--- src/rtl/vx_fetch_unit_if.sv ---
// Bundle of the fetch unit's control strobes, icache request/response and decode-side channels.
// master = fetch unit, slave = surrounding core / icache / decode.
interface vx_fetch_unit_if #(
  parameter int NUM_WARPS = 4,
  parameter int ADDR_W    = 32
);
  localparam int WID_W = $clog2(NUM_WARPS);

  logic                 warp_act_valid;
  logic [NUM_WARPS-1:0] warp_act_mask;
  logic [ADDR_W-1:0]    warp_act_pc;
  logic                 wstall_valid;
  logic [WID_W-1:0]     wstall_wid;
  logic                 wstall_stalled;
  logic                 branch_valid;
  logic [WID_W-1:0]     branch_wid;
  logic                 branch_taken;
  logic [ADDR_W-1:0]    branch_dest;
  logic                 icache_req_valid;
  logic [ADDR_W-1:0]    icache_req_addr;
  logic [WID_W-1:0]     icache_req_tag;
  logic                 icache_req_ready;
  logic                 icache_rsp_valid;
  logic [31:0]          icache_rsp_data;
  logic [WID_W-1:0]     icache_rsp_tag;
  logic                 icache_rsp_ready;
  logic                 ifetch_rsp_valid;
  logic [WID_W-1:0]     ifetch_rsp_wid;
  logic [ADDR_W-1:0]    ifetch_rsp_pc;
  logic [31:0]          ifetch_rsp_instr;
  logic                 ifetch_rsp_ready;

  modport master (
    input  warp_act_valid, warp_act_mask, warp_act_pc,
    input  wstall_valid, wstall_wid, wstall_stalled,
    input  branch_valid, branch_wid, branch_taken, branch_dest,
    output icache_req_valid, icache_req_addr, icache_req_tag,
    input  icache_req_ready,
    input  icache_rsp_valid, icache_rsp_data, icache_rsp_tag,
    output icache_rsp_ready,
    output ifetch_rsp_valid, ifetch_rsp_wid, ifetch_rsp_pc, ifetch_rsp_instr,
    input  ifetch_rsp_ready
  );

  modport slave (
    output warp_act_valid, warp_act_mask, warp_act_pc,
    output wstall_valid, wstall_wid, wstall_stalled,
    output branch_valid, branch_wid, branch_taken, branch_dest,
    input  icache_req_valid, icache_req_addr, icache_req_tag,
    output icache_req_ready,
    output icache_rsp_valid, icache_rsp_data, icache_rsp_tag,
    input  icache_rsp_ready,
    input  ifetch_rsp_valid, ifetch_rsp_wid, ifetch_rsp_pc, ifetch_rsp_instr,
    output ifetch_rsp_ready
  );
endinterface

--- src/rtl/vx_fetch_unit.sv ---
// Multi-warp instruction fetch: round-robin icache request issue with a credit cap,
// per-warp PC/stall tracking and a one-entry skid register toward decode.
module vx_fetch_unit #(
  parameter int                NUM_WARPS       = 4,
  parameter int                ADDR_W          = 32,
  parameter logic [ADDR_W-1:0] STARTUP_ADDR    = ADDR_W'(32'h8000_0000),
  parameter int                MAX_OUTSTANDING = 4
) (
  input  logic            clk,
  input  logic            reset,
  vx_fetch_unit_if.master bus,
  output logic            busy
);
  localparam int WID_W = $clog2(NUM_WARPS);
  localparam int CNT_W = $clog2(MAX_OUTSTANDING + 1);

  typedef logic [WID_W-1:0]  wid_t;
  typedef logic [ADDR_W-1:0] addr_t;

  addr_t                pc_q [NUM_WARPS];
  addr_t                pc_d [NUM_WARPS];
  addr_t                fpc_q [NUM_WARPS];
  addr_t                fpc_d [NUM_WARPS];
  logic [NUM_WARPS-1:0] active_q, active_d;
  logic [NUM_WARPS-1:0] stalled_q, stalled_d;
  logic [NUM_WARPS-1:0] inflight_q, inflight_d;
  logic [CNT_W-1:0]     outst_q, outst_d;
  wid_t                 last_q, last_d;
  logic                 hold_q, hold_d;
  wid_t                 hold_wid_q, hold_wid_d;
  logic                 rspv_q, rspv_d;
  wid_t                 rsp_wid_q, rsp_wid_d;
  addr_t                rsp_pc_q, rsp_pc_d;
  logic [31:0]          rsp_instr_q, rsp_instr_d;

  logic [NUM_WARPS-1:0] eligible;
  logic                 credit;
  logic                 sel_found;
  wid_t                 sel_wid;
  wid_t                 idx;
  logic                 hold_live;
  logic                 req_valid;
  wid_t                 req_wid;
  logic                 rsp_ready;
  logic                 req_fire;
  logic                 rsp_fire;
  logic                 rsp_hit;

  assign eligible  = active_q & ~stalled_q & ~inflight_q;
  assign credit    = (outst_q < CNT_W'(MAX_OUTSTANDING));
  // A stalled-by-backpressure request keeps its warp until accepted or that warp is deactivated.
  assign hold_live = hold_q & active_q[hold_wid_q];
  assign req_wid   = hold_live ? hold_wid_q : sel_wid;
  assign req_valid = ~reset & (hold_live | (sel_found & credit));
  assign rsp_ready = ~rspv_q | bus.ifetch_rsp_ready;
  assign req_fire  = req_valid & bus.icache_req_ready;
  assign rsp_fire  = bus.icache_rsp_valid & rsp_ready;
  assign rsp_hit   = rsp_fire & inflight_q[bus.icache_rsp_tag];

  assign bus.icache_req_valid = req_valid;
  assign bus.icache_req_addr  = pc_q[req_wid];
  assign bus.icache_req_tag   = req_wid;
  assign bus.icache_rsp_ready = rsp_ready;
  assign bus.ifetch_rsp_valid = rspv_q;
  assign bus.ifetch_rsp_wid   = rsp_wid_q;
  assign bus.ifetch_rsp_pc    = rsp_pc_q;
  assign bus.ifetch_rsp_instr = rsp_instr_q;
  assign busy = (|active_q) | (outst_q != CNT_W'(0)) | rspv_q;

  // Round-robin pick: first eligible warp searching upward from last issued + 1.
  always_comb begin
    sel_found = 1'b0;
    sel_wid   = last_q;
    idx       = last_q;
    for (int i = 1; i <= NUM_WARPS; i++) begin
      idx = last_q + WID_W'(i);
      if (!sel_found && eligible[idx]) begin
        sel_found = 1'b1;
        sel_wid   = idx;
      end
    end
  end

  // Next-state: issue, response, then stall/branch/activation updates in rising priority.
  always_comb begin
    pc_d        = pc_q;
    fpc_d       = fpc_q;
    active_d    = active_q;
    stalled_d   = stalled_q;
    inflight_d  = inflight_q;
    last_d      = last_q;
    hold_d      = req_valid & ~bus.icache_req_ready;
    hold_wid_d  = req_wid;
    rspv_d      = rspv_q;
    rsp_wid_d   = rsp_wid_q;
    rsp_pc_d    = rsp_pc_q;
    rsp_instr_d = rsp_instr_q;

    if (req_fire) begin
      inflight_d[req_wid] = 1'b1;
      stalled_d[req_wid]  = 1'b1;
      fpc_d[req_wid]      = pc_q[req_wid];
      pc_d[req_wid]       = pc_q[req_wid] + ADDR_W'(32'd4);
      last_d              = req_wid;
    end else begin
      last_d = last_q;
    end

    if (rsp_hit) begin
      inflight_d[bus.icache_rsp_tag] = 1'b0;
      rspv_d      = 1'b1;
      rsp_wid_d   = bus.icache_rsp_tag;
      rsp_pc_d    = fpc_q[bus.icache_rsp_tag];
      rsp_instr_d = bus.icache_rsp_data;
    end else if (bus.ifetch_rsp_ready) begin
      rspv_d = 1'b0;
    end else begin
      rspv_d = rspv_q;
    end

    if (bus.wstall_valid) begin
      stalled_d[bus.wstall_wid] = bus.wstall_stalled;
    end else begin
      stalled_d = stalled_d;
    end

    if (bus.branch_valid) begin
      stalled_d[bus.branch_wid] = 1'b0;
      if (bus.branch_taken) begin
        pc_d[bus.branch_wid] = bus.branch_dest;
      end else begin
        pc_d[bus.branch_wid] = pc_d[bus.branch_wid];
      end
    end else begin
      stalled_d = stalled_d;
    end

    if (bus.warp_act_valid) begin
      active_d = bus.warp_act_mask;
      for (int w = 0; w < NUM_WARPS; w++) begin
        if (bus.warp_act_mask[w] && !active_q[w]) begin
          pc_d[w]      = bus.warp_act_pc;
          stalled_d[w] = 1'b0;
        end else begin
          stalled_d[w] = stalled_d[w];
        end
      end
    end else begin
      active_d = active_q;
    end

    case ({req_fire, rsp_hit})
      2'b10:   outst_d = outst_q + CNT_W'(1);
      2'b01:   outst_d = outst_q - CNT_W'(1);
      default: outst_d = outst_q;
    endcase
  end

  // State registers.
  always_ff @(posedge clk or posedge reset) begin
    if (reset) begin
      for (int w = 0; w < NUM_WARPS; w++) begin
        pc_q[w]  <= STARTUP_ADDR;
        fpc_q[w] <= '0;
      end
      active_q    <= NUM_WARPS'(1);
      stalled_q   <= '0;
      inflight_q  <= '0;
      outst_q     <= '0;
      last_q      <= WID_W'(NUM_WARPS - 1);
      hold_q      <= 1'b0;
      hold_wid_q  <= '0;
      rspv_q      <= 1'b0;
      rsp_wid_q   <= '0;
      rsp_pc_q    <= '0;
      rsp_instr_q <= 32'd0;
    end else begin
      pc_q        <= pc_d;
      fpc_q       <= fpc_d;
      active_q    <= active_d;
      stalled_q   <= stalled_d;
      inflight_q  <= inflight_d;
      outst_q     <= outst_d;
      last_q      <= last_d;
      hold_q      <= hold_d;
      hold_wid_q  <= hold_wid_d;
      rspv_q      <= rspv_d;
      rsp_wid_q   <= rsp_wid_d;
      rsp_pc_q    <= rsp_pc_d;
      rsp_instr_q <= rsp_instr_d;
    end
  end
endmodule

--- src/flat_wrapper.sv ---
// flat-port wrapper written by rule: the top's interface ports become plain ports
module vx_fetch_unit_flat 
#(
  parameter int                NUM_WARPS       = 4,
  parameter int                ADDR_W          = 32,
  parameter logic [ADDR_W-1:0] STARTUP_ADDR    = ADDR_W'(32'h8000_0000),
  parameter int                MAX_OUTSTANDING = 4
)
  (clk, reset, busy, bus_warp_act_valid, bus_warp_act_mask, bus_warp_act_pc, bus_wstall_valid, bus_wstall_wid, bus_wstall_stalled, bus_branch_valid, bus_branch_wid, bus_branch_taken, bus_branch_dest, bus_icache_req_valid, bus_icache_req_addr, bus_icache_req_tag, bus_icache_req_ready, bus_icache_rsp_valid, bus_icache_rsp_data, bus_icache_rsp_tag, bus_icache_rsp_ready, bus_ifetch_rsp_valid, bus_ifetch_rsp_wid, bus_ifetch_rsp_pc, bus_ifetch_rsp_instr, bus_ifetch_rsp_ready);
  vx_fetch_unit_if #(.NUM_WARPS(NUM_WARPS), .ADDR_W(ADDR_W)) bus_i ();
  input  logic clk;
  input  logic reset;
  output logic busy;
  input wire logic [$bits(bus_i.warp_act_valid)-1:0] bus_warp_act_valid;
  input wire logic [$bits(bus_i.warp_act_mask)-1:0] bus_warp_act_mask;
  input wire logic [$bits(bus_i.warp_act_pc)-1:0] bus_warp_act_pc;
  input wire logic [$bits(bus_i.wstall_valid)-1:0] bus_wstall_valid;
  input wire logic [$bits(bus_i.wstall_wid)-1:0] bus_wstall_wid;
  input wire logic [$bits(bus_i.wstall_stalled)-1:0] bus_wstall_stalled;
  input wire logic [$bits(bus_i.branch_valid)-1:0] bus_branch_valid;
  input wire logic [$bits(bus_i.branch_wid)-1:0] bus_branch_wid;
  input wire logic [$bits(bus_i.branch_taken)-1:0] bus_branch_taken;
  input wire logic [$bits(bus_i.branch_dest)-1:0] bus_branch_dest;
  output wire logic [$bits(bus_i.icache_req_valid)-1:0] bus_icache_req_valid;
  output wire logic [$bits(bus_i.icache_req_addr)-1:0] bus_icache_req_addr;
  output wire logic [$bits(bus_i.icache_req_tag)-1:0] bus_icache_req_tag;
  input wire logic [$bits(bus_i.icache_req_ready)-1:0] bus_icache_req_ready;
  input wire logic [$bits(bus_i.icache_rsp_valid)-1:0] bus_icache_rsp_valid;
  input wire logic [$bits(bus_i.icache_rsp_data)-1:0] bus_icache_rsp_data;
  input wire logic [$bits(bus_i.icache_rsp_tag)-1:0] bus_icache_rsp_tag;
  output wire logic [$bits(bus_i.icache_rsp_ready)-1:0] bus_icache_rsp_ready;
  output wire logic [$bits(bus_i.ifetch_rsp_valid)-1:0] bus_ifetch_rsp_valid;
  output wire logic [$bits(bus_i.ifetch_rsp_wid)-1:0] bus_ifetch_rsp_wid;
  output wire logic [$bits(bus_i.ifetch_rsp_pc)-1:0] bus_ifetch_rsp_pc;
  output wire logic [$bits(bus_i.ifetch_rsp_instr)-1:0] bus_ifetch_rsp_instr;
  input wire logic [$bits(bus_i.ifetch_rsp_ready)-1:0] bus_ifetch_rsp_ready;
  assign bus_i.warp_act_valid = bus_warp_act_valid;
  assign bus_i.warp_act_mask = bus_warp_act_mask;
  assign bus_i.warp_act_pc = bus_warp_act_pc;
  assign bus_i.wstall_valid = bus_wstall_valid;
  assign bus_i.wstall_wid = bus_wstall_wid;
  assign bus_i.wstall_stalled = bus_wstall_stalled;
  assign bus_i.branch_valid = bus_branch_valid;
  assign bus_i.branch_wid = bus_branch_wid;
  assign bus_i.branch_taken = bus_branch_taken;
  assign bus_i.branch_dest = bus_branch_dest;
  assign bus_icache_req_valid = bus_i.icache_req_valid;
  assign bus_icache_req_addr = bus_i.icache_req_addr;
  assign bus_icache_req_tag = bus_i.icache_req_tag;
  assign bus_i.icache_req_ready = bus_icache_req_ready;
  assign bus_i.icache_rsp_valid = bus_icache_rsp_valid;
  assign bus_i.icache_rsp_data = bus_icache_rsp_data;
  assign bus_i.icache_rsp_tag = bus_icache_rsp_tag;
  assign bus_icache_rsp_ready = bus_i.icache_rsp_ready;
  assign bus_ifetch_rsp_valid = bus_i.ifetch_rsp_valid;
  assign bus_ifetch_rsp_wid = bus_i.ifetch_rsp_wid;
  assign bus_ifetch_rsp_pc = bus_i.ifetch_rsp_pc;
  assign bus_ifetch_rsp_instr = bus_i.ifetch_rsp_instr;
  assign bus_i.ifetch_rsp_ready = bus_ifetch_rsp_ready;
  vx_fetch_unit #(.NUM_WARPS(NUM_WARPS), .ADDR_W(ADDR_W), .STARTUP_ADDR(STARTUP_ADDR), .MAX_OUTSTANDING(MAX_OUTSTANDING)) u_core (.clk(clk), .reset(reset), .bus(bus_i), .busy(busy));
endmodule
--- config.mk ---
export PLATFORM = sky130hd
export DESIGN_NAME = vx_fetch_unit_flat
export DESIGN_NICKNAME = d
export VERILOG_FILES = /design/src/rtl/vx_fetch_unit_if.sv /design/src/rtl/vx_fetch_unit.sv /design/src/flat_wrapper.sv
export SDC_FILE = /design/constraint.sdc
export NUM_CORES = 1
export LEC_CHECK = 0
export BUFFER_PORTS_ARGS = -buffer_cell sky130_fd_sc_hd__buf_2
export CAP_MARGIN = 20
export CORE_MARGIN = 1
export CORE_UTILIZATION = 30
export CTS_CLUSTER_SIZE = 40
export DETAILED_ROUTE_END_ITERATION = 12
export HOLD_SLACK_MARGIN = 0.12
export SYNTH_ARGS = -nofsm -noshare
export SYNTH_HDL_FRONTEND = slang
export SYNTH_SLANG_ARGS = --single-unit
--- constraint.sdc ---
create_clock -name clk -period 19.4 [get_ports clk]
set_input_delay 2.91 -clock clk [delete_from_list [all_inputs] [get_ports clk]]
set_output_delay 2.91 -clock clk [all_outputs]
set_load 0.03 [all_outputs]
# Word-level counts from Yosys, hierarchy flattened
# Index checks and enable logic that the tools add are counted.
classes:
  n_mux: 68
  bitwise_logic: 27
  n_reduce_logical: 24
  n_lt_le_gt_ge: 19
  add_sub_neg: 6
  n_eq_ne: 2
ops:
  columns: ["operator", "n"]
  rows:
  - ["bitwise mux 128 bit", 4]
  - ["2-to-1 mux 128 bit", 4]
  - ["2-to-1 mux 32 bit", 12]
  - ["binary-select mux 32 bit (select 2 bit)", 3]
  - ["demux 32 bit (select 2 bit)", 2]
  - ["adder 32 x 3 -> 32 bit (second input constant)", 1]
  - ["less-than comparator 2 x 3 -> 1 bit (second input constant)", 9]
  - ["2-to-1 mux 4 bit", 6]
  - ["2-to-1 mux 1 bit", 20]
  - ["bitwise AND 4 bit", 4]
  - ["NOT 4 bit", 4]
  - ["logical AND 1 bit", 13]
  - ["binary-select mux 1 bit (select 2 bit)", 6]
  - ["2-to-1 mux 2 bit", 5]
  - ["greater-or-equal comparator 3 bit (second input constant)", 3]
  - ["NOT 2 -> 3 bit", 3]
  - ["demux 1 bit (select 2 bit)", 4]
  - ["greater-or-equal comparator 2 x 1 -> 1 bit (second input constant)", 4]
  - ["OR 4 bit", 2]
  - ["bitwise AND 1 bit", 7]
  - ["logical NOT 1 bit", 7]
  - ["less-than comparator 3 x 1 -> 1 bit (second input constant)", 2]
  - ["one-hot mux 3 bit (2 select lines)", 1]
  - ["adder 2 bit (second input constant)", 2]
  - ["12 further kinds", 18]
word_totals:
  out_inout_bits: 104
  word_cells: 165
  regBits: 343
  in_bits: 116

# Longest topological paths before layout
depth:
  ltp_word: 31
  depth_mapped: 24
  depth_no_buf: 17

# Worst setup path before layout
# OpenSTA, ideal clock, no wires.
synth_timing:
  path_kind: "register to output"
  from: "register u_core.active_q[0]"
  to: "output port bus_icache_req_addr[28]"
  arrival_ps: 3514
  stages_incl_launch_ff: 11
  path_buffers: 3
  slack_ps: 12976
  required_ps: 16490
  path_cell_list: "dfstp_2 or3b_1 nand3_1 a211oi_2 o22ai_2 nand2_2 inv_2 buf_4 buf_1 buf_1 mux2i_1"
synth_via:
  elab_chain_cells: 19
  word_cells_on_any_way: 31
  cone_classes: "mux: 21; bitwise: 4; reduce/logical: 6"
synth_rtl:
  columns: ["element", "line_no", "source"]
  rows:
  - ["from (decl)", "vx_fetch_unit.sv:24", "logic [NUM_WARPS-1:0] active_q, active_d;"]
  - ["from (signal assigned)", "vx_fetch_unit.sv:180", "active_q <= active_d;"]
  - ["bitwise AND 4 bit (2 in series)", "vx_fetch_unit.sv:49", "assign eligible = active_q & ~stalled_q & ~inflight_q;"]
  - ["binary-select mux 1 bit (select 2 bit)", "vx_fetch_unit.sv:77", "if (!sel_found && eligible[idx]) begin"]
  - ["2-to-1 mux 1 bit (not written as such)", "vx_fetch_unit.sv:77", null]
  - ["2-to-1 mux 1 bit", "vx_fetch_unit.sv:77", null]
  - ["logical NOT 1 bit", "vx_fetch_unit.sv:77", null]
  - ["logical AND 1 bit", "vx_fetch_unit.sv:77", null]
  - ["2-to-1 mux 1 bit", "vx_fetch_unit.sv:77", null]
  - ["logical NOT 1 bit", "vx_fetch_unit.sv:77", null]
  - ["[... 2 more ...]", null, null]
  - ["logical NOT 1 bit", "vx_fetch_unit.sv:77", null]
  - ["logical AND 1 bit", "vx_fetch_unit.sv:77", null]
  - ["2-to-1 mux 2 bit", "vx_fetch_unit.sv:77", null]
  - ["2-to-1 mux 2 bit (*)", "vx_fetch_unit.sv:53", "assign req_wid = hold_live ? hold_wid_q : sel_wid;"]
  - ["via bus_icache_req_tag[1]", "flat_wrapper.sv:26", "output wire logic [$bits(bus_i.icache_req_tag)-1:0] bus_icache_req_tag;"]
  - ["NOT 2 -> 3 bit (not written as such) (*)", "vx_fetch_unit.sv:61", "assign bus.icache_req_addr = pc_q[req_wid];"]
  - ["binary-select mux 32 bit (select 2 bit) (*)", "vx_fetch_unit.sv:61", null]
  - ["2-to-1 mux 32 bit (not written as such) (*) (2 in series)", "vx_fetch_unit.sv:61", null]
  - ["to (decl)", "flat_wrapper.sv:25", "output wire logic [$bits(bus_i.icache_req_addr)-1:0] bus_icache_req_addr;"]
# Mark *: on every way through the listed nets, which the timed path passes. The rest lies on a longest branch. The select of a mux whose other input is x is not followed.

# Worst setup path in the final report
layout_timing:
  from: "register u_core.active_q[0]"
  to: "output port bus_icache_req_addr[6]"
layout_via:
  elab_chain_cells: 19
  word_cells_on_any_way: 31
  cone_classes: "mux: 21; bitwise: 4; reduce/logical: 6"
layout_rtl:
  columns: ["element", "line_no"]
  rows:
  - ["bitwise AND 4 bit (2 in series)", "vx_fetch_unit.sv:49"]
  - ["binary-select mux 1 bit (select 2 bit)", "vx_fetch_unit.sv:77"]
  - ["2-to-1 mux 1 bit (not written as such)", "vx_fetch_unit.sv:77"]
  - ["2-to-1 mux 1 bit", "vx_fetch_unit.sv:77"]
  - ["logical NOT 1 bit", "vx_fetch_unit.sv:77"]
  - ["logical AND 1 bit", "vx_fetch_unit.sv:77"]
  - ["2-to-1 mux 1 bit", "vx_fetch_unit.sv:77"]
  - ["logical NOT 1 bit", "vx_fetch_unit.sv:77"]
  - ["logical AND 1 bit", "vx_fetch_unit.sv:77"]
  - ["2-to-1 mux 1 bit", "vx_fetch_unit.sv:77"]
  - ["logical NOT 1 bit", "vx_fetch_unit.sv:77"]
  - ["logical AND 1 bit", "vx_fetch_unit.sv:77"]
  - ["2-to-1 mux 2 bit", "vx_fetch_unit.sv:77"]
  - ["2-to-1 mux 2 bit (*)", "vx_fetch_unit.sv:53"]
  - ["NOT 2 -> 3 bit (not written as such) (*)", "vx_fetch_unit.sv:61"]
  - ["binary-select mux 32 bit (select 2 bit) (*)", "vx_fetch_unit.sv:61"]
  - ["2-to-1 mux 32 bit (not written as such) (*) (2 in series)", "vx_fetch_unit.sv:61"]
# Every way passes the cells marked *; elsewhere a longest branch is shown, timed or not. The select of a mux whose other input is x is not followed.

==> metrics.md <==
| Metric | Value |
|---|---|
| Status | `finished, final reports clean` |
| CP Data Arrival Time | `5.07 ns` |
| Register area share after synthesis | `0.4217` |
| Share of layout cells above drive strength 1 | `0.2097` |
| Commonest non-fill, non-tap cell in the layout | `nand2_1` |
| # clock sinks | `343` |
| DP HPWL | `57.34 mm` |
| Max cap viols | `0` |
| Final nets | `2560` |
| Max-slew violations | `0` |
| Final Hold Vio Count | `0` |
| Die ar. | `68960 um^2` |
| Total design power | `0.004969 W` |
| Clk buf depth | `3` |
| GRT Total Usage | `0.2316` |
| Antenna violations before repair | `13` |
| Avg WL per Cell | `24.24 um` |
| Largest net degree at the start of global routing | `154` |
| DRC Markers | `0` |
| VDD IR max | `0.0001271 V` |
| Synth warnings | `0` |
| Gpl congestion | `0.9892` |
| Req. time, crit path | `16.49 ns` |
| Worst Path Max Fanout | `40` |
| Syn nets | `2412` |
| Clock Latency Late Sink | `0.58 ns` |
| Avg Cell Area, Syn | `8.886 um^2` |
| CP Launch Type | `flip-flop` |
| H-tree lvl count | `2` |
| Crit path launch | `u_core.active_q[0]$_DFFE_PP1P_` |
| Lkg Pwr | `10.45 nW` |
| Hold Crit Depth | `2` |
| Core box area | `67160 um^2` |
| Slew headroom | `0.2377` |
| Vias post-DR | `19.00k` |
| Boundary pin count | `220` |
| Number of global-route vias before repair | `18.03k` |
| Slew @ Worst Pin | `1.139 ns` |
| Final Critical Period | `7.975 ns` |
| First drt pass iteration count | `6` |
| Via density | `5.681` |
| Register bit total from synthesis | `343` |
| Fin cells | `3345` |
| Post-synth top flop | `dfrtp_1` |
| Setup violators final | `0` |
| Chip width | `262.6 um` |
| Asr flop ratio synth | `1.000` |
| Mapped Area | `20370 um^2` |
| Post-Syn Instances | `2293` |
| Postcts setup bufs | `0` |
| R2R depth | `16` |
| RSZ-0062 raised after global routing | `no` |
| Final worst path period share | `0.4111` |
| First-pass GRT wire length | `121.4 mm` |
| Post-CTS Resized | `0` |
| Hold slack | `0.4661 ns` |
| Starting Density | `0.3034` |
| Hold endpoint | `u_core.bus.ifetch_rsp_instr[2]$_DFFE_PP0P_` |
| Worst clock skew | `0.02270 ns` |
| Num CTS Buffers | `42` |
| 1st-iter DRT viols | `2384` |
| Reg-to-reg critical path endpoint | `u_core.pc_q[50]$_DFF_PP0_` |
| Placed cell count | `3269` |
| Std cell rows | `95` |
| Final WL | `81.10 mm` |
| WS Path Type | `reg -> out` |
| Area grow syn2layout | `16.17%` |
| Root Buffer | `clkbuf_16` |
| Crit end category | `output port` |
| Yosys cell types | `104` |
| Reg2reg setup slack | `12.89 ns` |
| Fmax | `125.4 MHz` |
| TritonCTS clock tree | `built` |
| Hold_sp | `u_core.bus.ifetch_rsp_instr[2]$_DFFE_PP0P_` |
| Post-synth EDFFs | `0` |
| Clock-pin slew on the worst setup and hold paths | `0.06 ns` |
| Worst R2R Start | `u_core.last_q[1]$_DFFE_PP1P_` |
| DIE HEIGHT | `262.6 um` |
| Commonest non-fill, non-tap cells in the layout | `nand2_1, dfrtp_1, buf_2` |
| Setup TNS | `0 ns` |
| I/O Buffers | `219` |
| P per Cell Area | `209.9 nW/um^2` |
| Total grt overflow | `0` |
| ANT nets after route | `0` |
| Hold WC Path Type | `reg -> reg` |
| Hold Buf Count CTS | `0` |
## synth_stat cells (all sizes together) (11+ instances only)
master    n  area, um^2
nand4    15       93.84
o22ai    36       244.0
nor3     30       161.4
and3     22       147.6
a22oi    12       95.09
and2     15       93.84
nand3    71       355.3
a31oi    39       280.3
o31ai    15       122.6
inv      39       146.4
nand2b   11       68.82
xnor2    23       235.2
mux2     81       915.9
dfrtp   336        8408
mux2i    97       970.9
o211ai   14       115.1
clkbuf  107       405.4
mux4     38       855.8
nand2   466        1759
o21ai   225        1145
nor2    204       768.2
buf      54       327.8
a21oi   123       615.6
a211oi   41       322.8
## power breakdown
| part | total [W] | switching [W] | leakage (nW) | internal [W] |
|---|---|---|---|---|
| clock | 0.000816 | 0.000325 | 0.693 | 0.000491 |
| combinational | 0.00280 | 0.00191 | 5.54 | 0.000890 |
| sequential | 0.00136 | 0.000317 | 4.21 | 0.00104 |
| total | 0.00497 | 0.00255 | 10.4 | 0.00242 |
## sequential cells by signal, indices dropped and copies added, names as in the netlist
register and flops:
u_core.active_q 4, u_core.bus.ifetch_rsp_instr 32, u_core.bus.ifetch_rsp_pc 32, u_core.bus.ifetch_rsp_valid 1
u_core.bus.ifetch_rsp_wid 2, u_core.fpc_q 128, u_core.hold_q 1, u_core.hold_wid_q 2
u_core.inflight_q 4, u_core.last_q 2, u_core.outst_q 3, u_core.pc_q 128
u_core.stalled_q 4
## critical path: stages, from the launching register on
cell      delay (ns)
dfstp_2         0.58
or3b_1          0.42
and3_4          0.20
a211o_4         0.30
o21ai_4         0.36
clkinv_2        0.62
buf_4           0.56
mux2i_1         0.20
mux2i_1         0.86
buf_2           0.35
## final cells by class
type / instances / area [um^2]
clock buffer: 55 / 1170
timing repair buffer: 265 / 1458
sequential: 343 / 8592
antenna: 2 / 5.005
fill: 6963 / 43490
multi-input combinational: 1747 / 10950
inverter: 42 / 166.4
tap: 873 / 1092
clock inverter: 18 / 235.2
## metal layers
metal  track usage  wire [um]  vias to the layer above
li1              -          -                     8528
met1        0.3155      33240                     9129
met2        0.3487      35170                     1117
met3       0.06034       9111                      212
met4       0.09221       3464                       18
met5             0        112                        -
## kinds of logic (layout without fill, tap and decap cells)
kind of cell,Yosys count,in the layout,synth area share
compound gates,614,614,0.1933
xor+xnor,31,31,0.01535
fa+ha+maj,3,3,0.002211
buf+inv,203,380,0.04372
flops,343,343,0.4217
mux,216,216,0.1346
other cells,0,2,0
simple gates,883,883,0.1891
## metrics by stage
stage	instance area [um^2]	worst slack, ns	util
finish	23670	11.42	0.3524
global route	23670	11.41	0.3524
CTS	23660	11.51	0.3523
detailed placement	22250	12.12	0.3313
global placement	22240	12.19	0.3312
floorplan	20370	6.993	-
## worst max-delay path by stage
stage / endpoint / slack (ns) / cells past startpoint
2_1_floorplan: u_core.active_q[1]$_DFFE_PP0P_ / 6.99 / 1
3_3_place_gp: bus_icache_req_addr[6] / 12.19 / 9
3_5_place_dp: bus_icache_req_addr[6] / 12.12 / 9
4_1_cts: bus_icache_req_addr[6] / 11.51 / 9
5_1_grt: bus_icache_req_addr[6] / 11.41 / 9
6_report: bus_icache_req_addr[6] / 11.42 / 9
Note: power is estimated with default switching activity, not from simulation.
